[src/rtl/regfile_write_sched.sv]
// Write-port scheduler and long-latency hazard scoreboard for the 32x32 register file.
// Optional `REGSCHED_BYPASS_EN: stall ignores registers being cleared by this cycle's grant.
module regfile_write_sched #(
  parameter int LONG_WAIT_MAX = 7
) (
  input  logic        clk,
  input  logic        rst,
  input  logic        issue_valid,
  input  logic        issue_long,
  input  logic [4:0]  issue_dst,
  input  logic [4:0]  issue_src1,
  input  logic [4:0]  issue_src2,
  output logic        stall,
  input  logic        alu_valid,
  input  logic [4:0]  alu_dst,
  input  logic [31:0] alu_data,
  input  logic        ld_valid,
  input  logic [4:0]  ld_dst,
  input  logic [31:0] ld_data,
  output logic        ld_ready,
  input  logic        md_valid,
  input  logic [4:0]  md_dst,
  input  logic [31:0] md_data,
  output logic        md_ready,
  output logic        reg_write,
  output logic [4:0]  use_reg,
  output logic [31:0] data_in,
  output logic [31:0] busy,
  output logic [2:0]  ld_wait,
  output logic [2:0]  md_wait
);

  localparam logic [2:0] WAIT_MAX = 3'(LONG_WAIT_MAX);

  // last = 1 means load won the most recent shared grant, so MDU is preferred next
  logic        last;
  logic        ld_gnt;
  logic        md_gnt;
  logic [31:0] clr_now;
  logic [31:0] set_now;
  logic [31:0] busy_eff;

  always_comb begin
    ld_gnt = ld_valid && !alu_valid && (!md_valid || !last);
    md_gnt = md_valid && !alu_valid && (!ld_valid || last);
  end

  assign ld_ready = ld_gnt;
  assign md_ready = md_gnt;

  always_comb begin
    clr_now = '0;
    if (ld_gnt)
      clr_now[ld_dst] = 1'b1;
    else if (md_gnt)
      clr_now[md_dst] = 1'b1;
  end

`ifdef REGSCHED_BYPASS_EN
  assign busy_eff = busy & ~clr_now;
`else
  assign busy_eff = busy;
`endif

  always_comb begin
    stall = issue_valid &&
            (busy_eff[issue_src1] || busy_eff[issue_src2] ||
             (issue_long && busy_eff[issue_dst]));
  end

  always_comb begin
    set_now = '0;
    if (issue_valid && issue_long && !stall && (issue_dst != 5'd0))
      set_now[issue_dst] = 1'b1;
  end

  always_ff @(posedge clk or posedge rst) begin
    if (rst) begin
      busy <= '0;
      last <= 1'b0;
    end else begin
      busy <= ((busy & ~clr_now) | set_now) & 32'hFFFF_FFFE;
      if (ld_gnt)
        last <= 1'b1;
      else if (md_gnt)
        last <= 1'b0;
    end
  end

  // a dst-0 grant is consumed but never raises the write enable
  always_ff @(posedge clk or posedge rst) begin
    if (rst) begin
      reg_write <= 1'b0;
      use_reg   <= '0;
      data_in   <= '0;
    end else if (alu_valid) begin
      reg_write <= (alu_dst != 5'd0);
      use_reg   <= alu_dst;
      data_in   <= alu_data;
    end else if (ld_gnt) begin
      reg_write <= (ld_dst != 5'd0);
      use_reg   <= ld_dst;
      data_in   <= ld_data;
    end else if (md_gnt) begin
      reg_write <= (md_dst != 5'd0);
      use_reg   <= md_dst;
      data_in   <= md_data;
    end else begin
      reg_write <= 1'b0;
    end
  end

  always_ff @(posedge clk or posedge rst) begin
    if (rst) begin
      ld_wait <= '0;
      md_wait <= '0;
    end else begin
      if (!ld_valid || ld_gnt)
        ld_wait <= '0;
      else if (ld_wait != WAIT_MAX)
        ld_wait <= ld_wait + 3'd1;

      if (!md_valid || md_gnt)
        md_wait <= '0;
      else if (md_wait != WAIT_MAX)
        md_wait <= md_wait + 3'd1;
    end
  end

endmodule

[config.mk]
export PLATFORM = sky130hd
export DESIGN_NAME = regfile_write_sched
export DESIGN_NICKNAME = d
export VERILOG_FILES = /design/src/rtl/regfile_write_sched.sv
export SDC_FILE = /design/constraint.sdc
export NUM_CORES = 1
export LEC_CHECK = 0
export ABC_CLOCK_PERIOD_IN_PS = 2550
export BUFFER_PORTS_ARGS = -buffer_cell sky130_fd_sc_hd__buf_2
export CORE_MARGIN = 4
export CORE_UTILIZATION = 35
export CTS_BUF_LIST = sky130_fd_sc_hd__clkbuf_4 sky130_fd_sc_hd__clkbuf_8
export DETAILED_ROUTE_END_ITERATION = 10
export GPL_TIMING_DRIVEN = 0
export SLEW_MARGIN = 20
export SYNTH_ARGS = -nofsm -noshare
export SYNTH_HDL_FRONTEND = slang
export SYNTH_SLANG_ARGS = --single-unit
[constraint.sdc]
create_clock -name clk -period 2.55 [get_ports clk]
set_input_delay 0.255 -clock clk [delete_from_list [all_inputs] [get_ports clk]]
set_output_delay 0.255 -clock clk [all_outputs]
set_load 0.01 [all_outputs]
==> impl_metrics.csv, run 1 <==
group,metric,value,unit
floorplanning,row_count,44,
place,dp.cells,975,
status,status,"complete, no violations",
worst_hold_path,min_path_type,"in2reg",
floorplanning,pin_count,212,
drt,ant_nets,0,
sta,skew,10.65,ps
place,gp_congestion,0.8905,
global_routing,grt_max_degree,47,
synthesis,synth_area,5329,um^2
final_layout,largest_reg_flops,32,
synthesis,yosys_most_used_dff,"dfrtp_1",
setup_path,critPathLaunchType,"flop",
pwr,pwr_density_cell,533.0,nW/um^2
drt,wl_per_cell,20.27,um
setup_path,crit_required,2300,ps
global_routing,grt_pass1_wl,31990,um
drt,drt_iter0_markers,381,
setup_path,crit_type,"reg2out",
flow_run,max_cap_violations,0,
sta,hold_viol,0,
sta,maxSlewViolCount,0,
pwr,max-vdd-ir-drop,227.3,uV
place,dp_hpwl,15710,um
final_layout,final_common_cell,"buf_2",
setup_path,worstPathMaxFanout,5,
synthesis,synthesis.nets,722,
final_layout,syn2layout_area_growth,31.96,%
synthesis,synth_area_leaders,"dfrtp_1 (36%), mux2i_1 (12%), nand2_1 (7.8%)",
floorplanning,die_w,131.4,um
final_layout,fillers,1451,
drt,avgViaCountPerCell,5.715,
drt,drc,0,
clock_tree,ctsRootBufferMaster,"clkbuf_8",
place,preCtsSetupSlack,-171.7,ps
synthesis,synth-async-reset-ratio,1.000,
global_routing,antenna_found_initial,2,
synthesis,synth_top_area_cell,"dfrtp_1",
floorplanning,initial_core_util,0.3625,
clock_tree,clk_pin_slew,90,ps
global_routing,track_usage,0.2280,
drt,first_pass_iters,5,
clock_tree,clockBufferDepth,2,
synthesis,syn_inst,585,
sta,fin_setup_tns,0,ps
drt,wl,20330,um
drt,vias,5732,
synthesis,seq_area_frac_synth,0.3569,
sta,period_needed,2492,ps
sta,fin_crit_sh,0.9772,
clock_tree,cts_buffers,9,
place,io_buffer_count,205,
synthesis,synth_edf_count,0,
synthesis,synth_seq_cells,76,
sta,post-route-worst-setup-slack,58.11,ps
synthesis,synthDistinctLibCells,55,
sta,fmax,0.4013,GHz
global_routing,grt_pass1_vias,5974,
sta,setup_viol_count_final,0,
clock_tree,cts_max_level,3,
setup_path,cp.arrival,2240,ps
pwr,p_leak,3.380,nW
global_routing,grt_overflow_total,0,
clock_tree,cts_num_sinks,76,
final_layout,post-route-util,0.4784,
floorplanning,die_h,131.4,um
final_layout,final_cells,1003,
pwr,power.total,3.748,mW
synthesis,yosysWarnings,0,
floorplanning,dieArea,17260,um^2
final_layout,mostFrequentLayoutCells,"buf_2 (209), nand2_1 (111), o21ai_0 (77)",
setup_path,crit_path_end_kind,"output pin",
sta,max_slew_margin,0.4973,
clock_tree,tritoncts,"built",
synthesis,synth_area_per_cell,9.109,um^2
floorplanning,core_region_area,14700,um^2
final_layout,finalNetCount,950,
sta,rsz0062_at_grt,"yes",
final_layout,drive_gt1_frac,0.3692,
synthesis,yosysTopAreaCellShare,0.3569,
sta,tightestPinTransition,754.1,ps
clock_tree,clock_latency,360,ps
==> logic make-up (layout without fill, tap and decap cells) <==
group                      after synthesis  count (layout)  synth area share
other                                    1               2         0.0007037
xor gates and xnor gates                 2               2          0.003288
buffers and inverters                   55             288           0.04884
DFF                                     76              76            0.3569
and+or+nand+nor                        210             210            0.1928
AOI/OAI and AO/OA                      161             161            0.2155
muxes                                   76              76            0.1726
adders and majority gates                4               4          0.009392
==> timing repair <==
action                                  in CTS  in global routing
hold buffers                                 1                  0
gates resized for setup                      3                 22
pin swaps                                    2                  2
setup buffers                                3                  7
endpoints found under the setup margin       1                 30
hold endpoints to repair                    30                  0
==> stage by stage <==
stage          area [um^2]  hold WS, ps
2_1_floorplan         5329        371.8
4_1_cts               6870        81.34
5_1_grt               7032        82.53
6_report              7032        88.10
3_5_place_dp          6615        299.0
3_3_place_gp          6585        463.5
==> Yosys cell counts (2+ instances only) <==
master	number
a211oi_1	3
a21oi_1	4
a221oi_1	2
a22oi_1	16
a31oi_1	3
and3_1	5
buf_1	9
buf_2	4
buf_6	6
clkbuf_1	28
dfrtp_1	76
ha_1	4
inv_1	7
mux2i_1	63
mux4_1	5
mux4_2	6
nand2_1	111
nand2b_1	12
nand3_1	12
nand3b_1	6
nand4_1	3
nor2_1	21
nor2b_1	7
nor3_1	4
nor3b_1	5
nor4_1	3
o211ai_1	2
o21ai_0	77
o221ai_1	15
o22ai_1	3
o41ai_1	20
o41ai_2	11
or2_2	4
or3_1	2
or3b_2	5
xor2_1	2
==> report_power, final <==
| group | switching [mW] | internal, mW | total, mW |
|---|---|---|---|
| combinational | 0.651 | 0.537 | 1.19 |
| clock | 0.483 | 0.547 | 1.03 |
| sequential | 0.178 | 1.35 | 1.53 |
==> final timing paths <==
check | startpoint | endpoint | slack, ps | depth (start not counted)
min in group asynchronous | rst | last | 440 | 3
max | busy[24] | stall | 60 | 7
max reg2reg | busy[4] | busy[3] | 80 | 8
min | alu_data[23] | data_in[23] | 90 | 3
min reg2reg | last | last | 530 | 1
max in group asynchronous | rst | busy[1] | 1510 | 4
==> cell type report <==
class / instances / area [um^2] / share of cell area
Timing Repair Buffer: 217 / 1139 / 0.1619
Clock inverter: 7 / 91.34 / 0.01299
Tap cell: 184 / 230.2 / 0.03274
Buffer: 48 / 236.5 / 0.03363
Antenna cell: 1 / 2.502 / 0.0003559
Sequential cell: 76 / 1916 / 0.2724
Inverter: 7 / 28.78 / 0.004093
Multi-Input combinational cell: 454 / 3264 / 0.4642
Clock buffer: 9 / 123.9 / 0.01762
==> per-layer routing <==
layer	wire length (um)	global-route usage	vias to the layer above
met5	15	0	-
met4	752	0.1050	2
met3	1788	0.05696	55
met2	9790	0.3862	305
met1	7978	0.2739	2734
li1	-	-	2636
==> worst max-delay path, stage by stage, from the launching register on <==
cell	delay [ps]
dfrtp_2	460
mux4_2	470
nor4bb_1	140
nor4_1	170
nand4_1	200
a211oi_2	230
nor2b_1	70
buf_2	140
Power figures use the tool's default switching activity.
==> inputs of run 2 (changes only) <==
--- a/config.mk
+++ b/config.mk
@@ -12,6 +12,7 @@
 export CTS_BUF_LIST = sky130_fd_sc_hd__clkbuf_4 sky130_fd_sc_hd__clkbuf_8
 export DETAILED_ROUTE_END_ITERATION = 10
 export GPL_TIMING_DRIVEN = 0
+export SETUP_SLACK_MARGIN = 0.05
 export SLEW_MARGIN = 20
 export SYNTH_ARGS = -nofsm -noshare
 export SYNTH_HDL_FRONTEND = slang
==> constraint.sdc (replaced) <==
create_clock -name clk -period 2.55 [get_ports clk]
set_input_delay 0.255 -clock clk [delete_from_list [all_inputs] [get_ports clk]]
set_output_delay 0.255 -clock clk [all_outputs]
set_load 0.1 [all_outputs]
==> run 2 against run 1 <==
The flow now finishes with violations (setup timing). Global-route usage increased by 0.13 points. Total power increased by 28%. Maximum frequency decreased by 4.6%. Count of clock-buffer cells in the layout increased by 3. Critical endpoint unchanged. Highest routed layer unchanged.
==> impl_metrics.csv, run 2 (synthesis results as in run 1) <==
group,metric,value,unit
final_layout,final_common_cell,"buf_2",
setup_path,path_buf_inv,1,
sta,tightestPinTransition,799.3,ps
flow_run,max_cap_violations,0,
sta,fin_setup_tns,-62.75,ps
floorplanning,die_w,131.4,um
place,gp_congestion,0.9174,
floorplanning,die_h,131.4,um
floorplanning,row_count,44,
status,status,"finished with violations",
clock_tree,tritoncts,"built",
floorplanning,initial_core_util,0.3625,
setup_path,r2r_end,"busy[14]",
clock_tree,clk_pin_slew,80,ps
place,preCtsSetupSlack,-350.5,ps
setup_path,cp.arrival,2360,ps
sta,fin_crit_sh,1.025,
pwr,max-vdd-ir-drop,307.3,uV
pwr,pwr_density_cell,665.6,nW/um^2
sta,fmax,0.3827,GHz
clock_tree,cts_buffers,9,
setup_path,worstPathMaxFanout,4,
floorplanning,core_region_area,14700,um^2
clock_tree,cts_num_sinks,76,
drt,drc,0,
clock_tree,clockBufferDepth,2,
drt,wl_per_cell,20.53,um
sta,rsz0062_at_grt,"yes",
worst_hold_path,hold_end,"data_in[10]",
global_routing,grt_overflow_total,0,
setup_path,rrSetupSlack,100,ps
setup_path,crit_chain,"mux4_2 -> nor4bb_1 -> nor4_1 -> nand4_1 -> a211oi_2 -> nor2b_4 -> buf_12",
final_layout,fin_area,7181,um^2
drt,avgViaCountPerCell,5.709,
worst_hold_path,hold_path_depth,3,
setup_path,r2r-start,"busy[3]",
worst_hold_path,hold_start,"alu_data[10]",
final_layout,drive_gt1_frac,0.3995,
drt,vias,5715,
pwr,p_leak,3.451,nW
global_routing,grt_max_degree,45,
place,dp_hpwl,15960,um
final_layout,mostFrequentLayoutCells,"buf_2 (209), nand2_1 (111), o21ai_0 (77)",
place,io_buffer_count,205,
floorplanning,dieArea,17260,um^2
setup_path,slowest_delay,470,ps
final_layout,finalNetCount,948,
sta,setup_viol_count_final,1,
clock_tree,clock_latency,360,ps
sta,skew,8.987,ps
status,violations,"setup timing",
global_routing,grt_pass1_vias,5964,
sta,max_slew_margin,0.4643,
final_layout,syn2layout_area_growth,34.75,%
setup_path,path_delay_family,"simple AND/OR/NAND/NOR gates",
worst_hold_path,min_path_type,"in2reg",
drt,drt_iter0_markers,458,
global_routing,grt_pass1_wl,32150,um
clock_tree,cts_max_level,3,
place,dpl-instance-area,6656,um^2
drt,first_pass_iters,5,
global_routing,antenna_found_initial,2,
sta,period_needed,2613,ps
setup_path,crit_required,2300,ps
global_routing,track_usage,0.2293,
sta,hold_viol,0,
sta,post-route-worst-setup-slack,-62.75,ps
setup_path,crit_type,"reg2out",
setup_path,critPathLaunchType,"flop",
drt,ant_nets,0,
sta,maxSlewViolCount,0,
final_layout,largest_reg_flops,32,
setup_path,r2r_cells,8,
drt,wl,20550,um
floorplanning,pin_count,212,
setup_path,slowest_stage,"mux4_2",
setup_path,crit_path_end_kind,"output pin",
clock_tree,ctsRootBufferMaster,"clkbuf_8",
## run 2: report_power, final
part / internal [mW] / total [mW] / switching, mW
registers: 1.36 / 1.54 / 0.183
clock network: 0.516 / 0.977 / 0.462
logic: 0.564 / 2.26 / 1.70
total: 2.44 / 4.78 / 2.34
## run 2: through the flow
stage          hold slack [ps]  utilization  instances  power [mW]
5_1_grt                  101.0       0.4885       1001       4.955
2_1_floorplan            371.8            -        585       3.160
6_report                 104.6       0.4885       1001       4.780
3_3_place_gp             461.5       0.4508        974       3.665
3_5_place_dp             300.3       0.4528        975       3.698
4_1_cts                  89.93       0.4716        995       4.694
## run 2: repair_timing
item	4_1_cts	5_1_grt
gates resized for setup	7	34
setup buffers	3	5
hold endpoints to repair	32	0
pin swaps	2	5
hold buffers	1	0
endpoints found under the setup margin	1	30
## run 2: routing by layer
layer | GRT usage | share of wire | up-vias | wire length [um]
met5 | 0 | 0.00088 | - | 18
met4 | 0.09160 | 0.024 | 2 | 488
met3 | 0.04855 | 0.081 | 36 | 1657
met2 | 0.4145 | 0.51 | 282 | 10520
met1 | 0.2652 | 0.38 | 2758 | 7874
li1 | - | - | 2637 | -
## run 2: cell type report
type,instances,area [um^2]
diodes,1,2.502
flip-flops and latches,76,1936
fillers,1449,7518
multi-input cells,454,3388
inverters,7,28.78
clock inverters,4,48.80
clock buffers,12,158.9
well taps,184,230.2
repair buffers,215,1139
plain buffers,48,249.0
## run 2: worst max-delay path by stage
stage | start | end | slack, ps | cells past startpoint
6_report | busy[25] | stall | -60 | 7
3_3_place_gp | rst | busy[28] | -870 | 2
2_1_floorplan | busy[31] | stall | 20 | 5
4_1_cts | busy[16] | stall | -70 | 7
3_5_place_dp | issue_dst[0] | stall | -350 | 9
5_1_grt | busy[16] | stall | -190 | 7
## run 2: worst reg2reg max path, stage by stage, from the launching register on
cell and delay (ps):
dfrtp_2 450, mux2_1 300, a221o_2 380, a31oi_1 210, a32oi_2 120, or2_1 270
buf_6 140, buf_12 150, o41ai_4 320
==> inputs of run 3 (changes only) <==
--- a/config.mk
+++ b/config.mk
@@ -8,10 +8,11 @@
 export ABC_CLOCK_PERIOD_IN_PS = 2550
 export BUFFER_PORTS_ARGS = -buffer_cell sky130_fd_sc_hd__buf_2
 export CORE_MARGIN = 4
-export CORE_UTILIZATION = 35
+export CORE_UTILIZATION = 25
 export CTS_BUF_LIST = sky130_fd_sc_hd__clkbuf_4 sky130_fd_sc_hd__clkbuf_8
 export DETAILED_ROUTE_END_ITERATION = 10
 export GPL_TIMING_DRIVEN = 0
+export PLACE_DENSITY = 0.47
 export SETUP_SLACK_MARGIN = 0.05
 export SLEW_MARGIN = 20
 export SYNTH_ARGS = -nofsm -noshare
==> run 3 against run 2 <==
The run still ends with setup timing left. Worst hold slack lost 24 ps. Wire length grew 5.6%. Critical path type unchanged. Design area grew 0.91%. Clock skew grew 3.1 ps.
==> impl_metrics.csv, run 3 (synthesis results as in run 1) <==
group,metric,value,unit
status,status,"finished with violations",
status,violations,"setup timing",
final_layout,mostFrequentLayoutCells,"buf_2 (208), nand2_1 (111), o21ai_0 (77)",
drt,first_pass_iters,5,
final_layout,fillers,2273,
drt,ant_nets,0,
clock_tree,cts_max_level,3,
pwr,seq_power_share,0.312,
global_routing,track_usage,0.1784,
clock_tree,tritoncts,"built",
final_layout,final_cells,1096,
global_routing,antenna_found_initial,1,
pwr,power.net_switching,2.373,mW
global_routing,grt_pass1_wl,33290,um
final_layout,drive_gt1_frac,0.3971,
drt,wl_per_cell,19.79,um
sta,fin_crit_sh,1.045,
drt,vias,5615,
floorplanning,dieArea,23720,um^2
setup_path,critPathLaunchType,"flop",
drt,wl,21700,um
pwr,switching_share,0.4804,
pwr,pwr_density_cell,681.9,nW/um^2
sta,rsz0062_at_grt,"yes",
setup_path,crit_required,2300,ps
floorplanning,initial_core_util,0.2535,
setup_path,path_buf_inv,1,
sta,skew,12.10,ps
pwr,p_leak,3.393,nW
clock_tree,clock_latency,380,ps
place,dp.cells,1066,
place,dp_hpwl,16640,um
final_layout,final_common_cell,"buf_2",
final_layout,finalNetCount,953,
setup_path,crit_chain,"mux4_2 -> nor4bb_1 -> nor4_1 -> nand4_1 -> a211oi_2 -> nor2b_4 -> buf_12",
pwr,power_frac_clock,0.236,
clock_tree,ctsRootBufferMaster,"clkbuf_8",
final_layout,largest_reg_flops,32,
sta,fin_setup_tns,-114.6,ps
setup_path,crit_type,"reg2out",
sta,whs,80.59,ps
setup_path,slowest_stage,"dfrtp_2",
sta,period_needed,2665,ps
floorplanning,die_h,154,um
final_layout,ff_latch_area,1936,um^2
pwr,max-vdd-ir-drop,214.7,uV
place,dpl-instance-area,6770,um^2
flow_run,max_cap_violations,0,
setup_path,cp.arrival,2410,ps
floorplanning,row_count,53,
sta,post-route-worst-setup-slack,-114.6,ps
pwr,p_int,2.568,mW
sta,fmax,0.3753,GHz
sta,max_slew_margin,0.4470,
floorplanning,core_region_area,21020,um^2
setup_path,path_delay_family,"simple AND/OR/NAND/NOR gates",
worst_hold_path,min_path_type,"in2reg",
global_routing,grt_overflow_total,0,
clock_tree,cts_num_sinks,76,
global_routing,grt_pass1_vias,5759,
global_routing,grt_max_degree,45,
final_layout,syn2layout_area_growth,35.97,%
sta,tightestPinTransition,829.5,ps
drt,drc,0,
place,io_buffer_count,205,
clock_tree,clockBufferDepth,2,
sta,setup_viol_count_final,1,
drt,avgViaCountPerCell,5.123,
floorplanning,die_w,154,um
place,gp_congestion,0.8255,
pwr,combPwrFrac,0.452,
clock_tree,clk_pin_slew,100,ps
final_layout,num_antenna_cells,0,
setup_path,worstPathMaxFanout,4,
setup_path,slowest_delay,450,ps
sta,maxSlewViolCount,0,
final_layout,fin_area,7246,um^2
floorplanning,pin_count,212,
final_layout,multi_input_area,3276,um^2
sta,hold_viol,0,
clock_tree,cts_buffers,9,
setup_path,crit_path_end_kind,"output pin",
drt,drt_iter0_markers,298,
final_layout,post-route-util,0.3447,
-- run 3: cell count changes in the layout (fill, tap and decap cells not counted), sizes merged --
cell      delta
diode        -1
clkinvlp     +2
bufinv       +2
inv          +1
clkinv       -2
buf          +2
-- run 3: cell type report --
cell class	instances	area share
clock inverter	7	0.01692
sequential	76	0.2671
clock buffer	9	0.01710
multi-input combinational	454	0.4521
tap	275	0.04749
inverter	7	0.003972
timing repair buffer	220	0.1623
buffer	48	0.03298
-- run 3: worst paths after layout --
check	startpoint	to	slack, ps	depth (start not counted)
min	alu_data[28]	data_in[28]	80	3
max in group asynchronous	rst	data_in[3]	1520	4
max	busy[16]	stall	-110	7
min in group asynchronous	rst	busy[23]	450	3
min reg2reg	last	last	520	1
max reg2reg	busy[5]	busy[15]	110	8
-- run 3: what timing repair did --
action	4_1_cts	5_1_grt
pin swaps	2	1
setup endpoints to repair	1	39
gates resized for setup	6	17
setup buffers	10	3
hold buffers	1	0
endpoints found under the hold margin	32	0
-- run 3: power by group through the flow --
| stage | Clock, mW | Combinational (mW) | Sequential, mW |
|---|---|---|---|
| floorplan | 0 | 0.642 | 2.52 |
| global placement | 0 | 2.13 | 1.57 |
| detailed placement | 0 | 2.14 | 1.57 |
| CTS | 1.20 | 2.20 | 1.54 |
| global route | 1.23 | 2.35 | 1.56 |
| finish | 1.17 | 2.23 | 1.54 |
-- run 3: worst min-delay path, cell delays in order --
cell and delay (ps):
buf_2 70, nand2_1 40, o21ai_0 60
-- run 3: per-layer routing --
layer  global-route usage  wire length (um)  vias to the layer above
li1                     -                 -                     2640
met1               0.2238              9207                     2701
met2               0.3037             10380                      252
met3              0.04925              1826                       20
met4              0.04500               274                        2
met5                    0                12                        -
-- run 3: metrics by stage --
step | setup WS [ps] | power [mW]
6_report | -114.6 | 4.941
4_1_cts | -124.7 | 4.938
3_3_place_gp | -1101 | 3.703
3_5_place_dp | -405.6 | 3.711
2_1_floorplan | 22.36 | 3.160
5_1_grt | -200.2 | 5.141
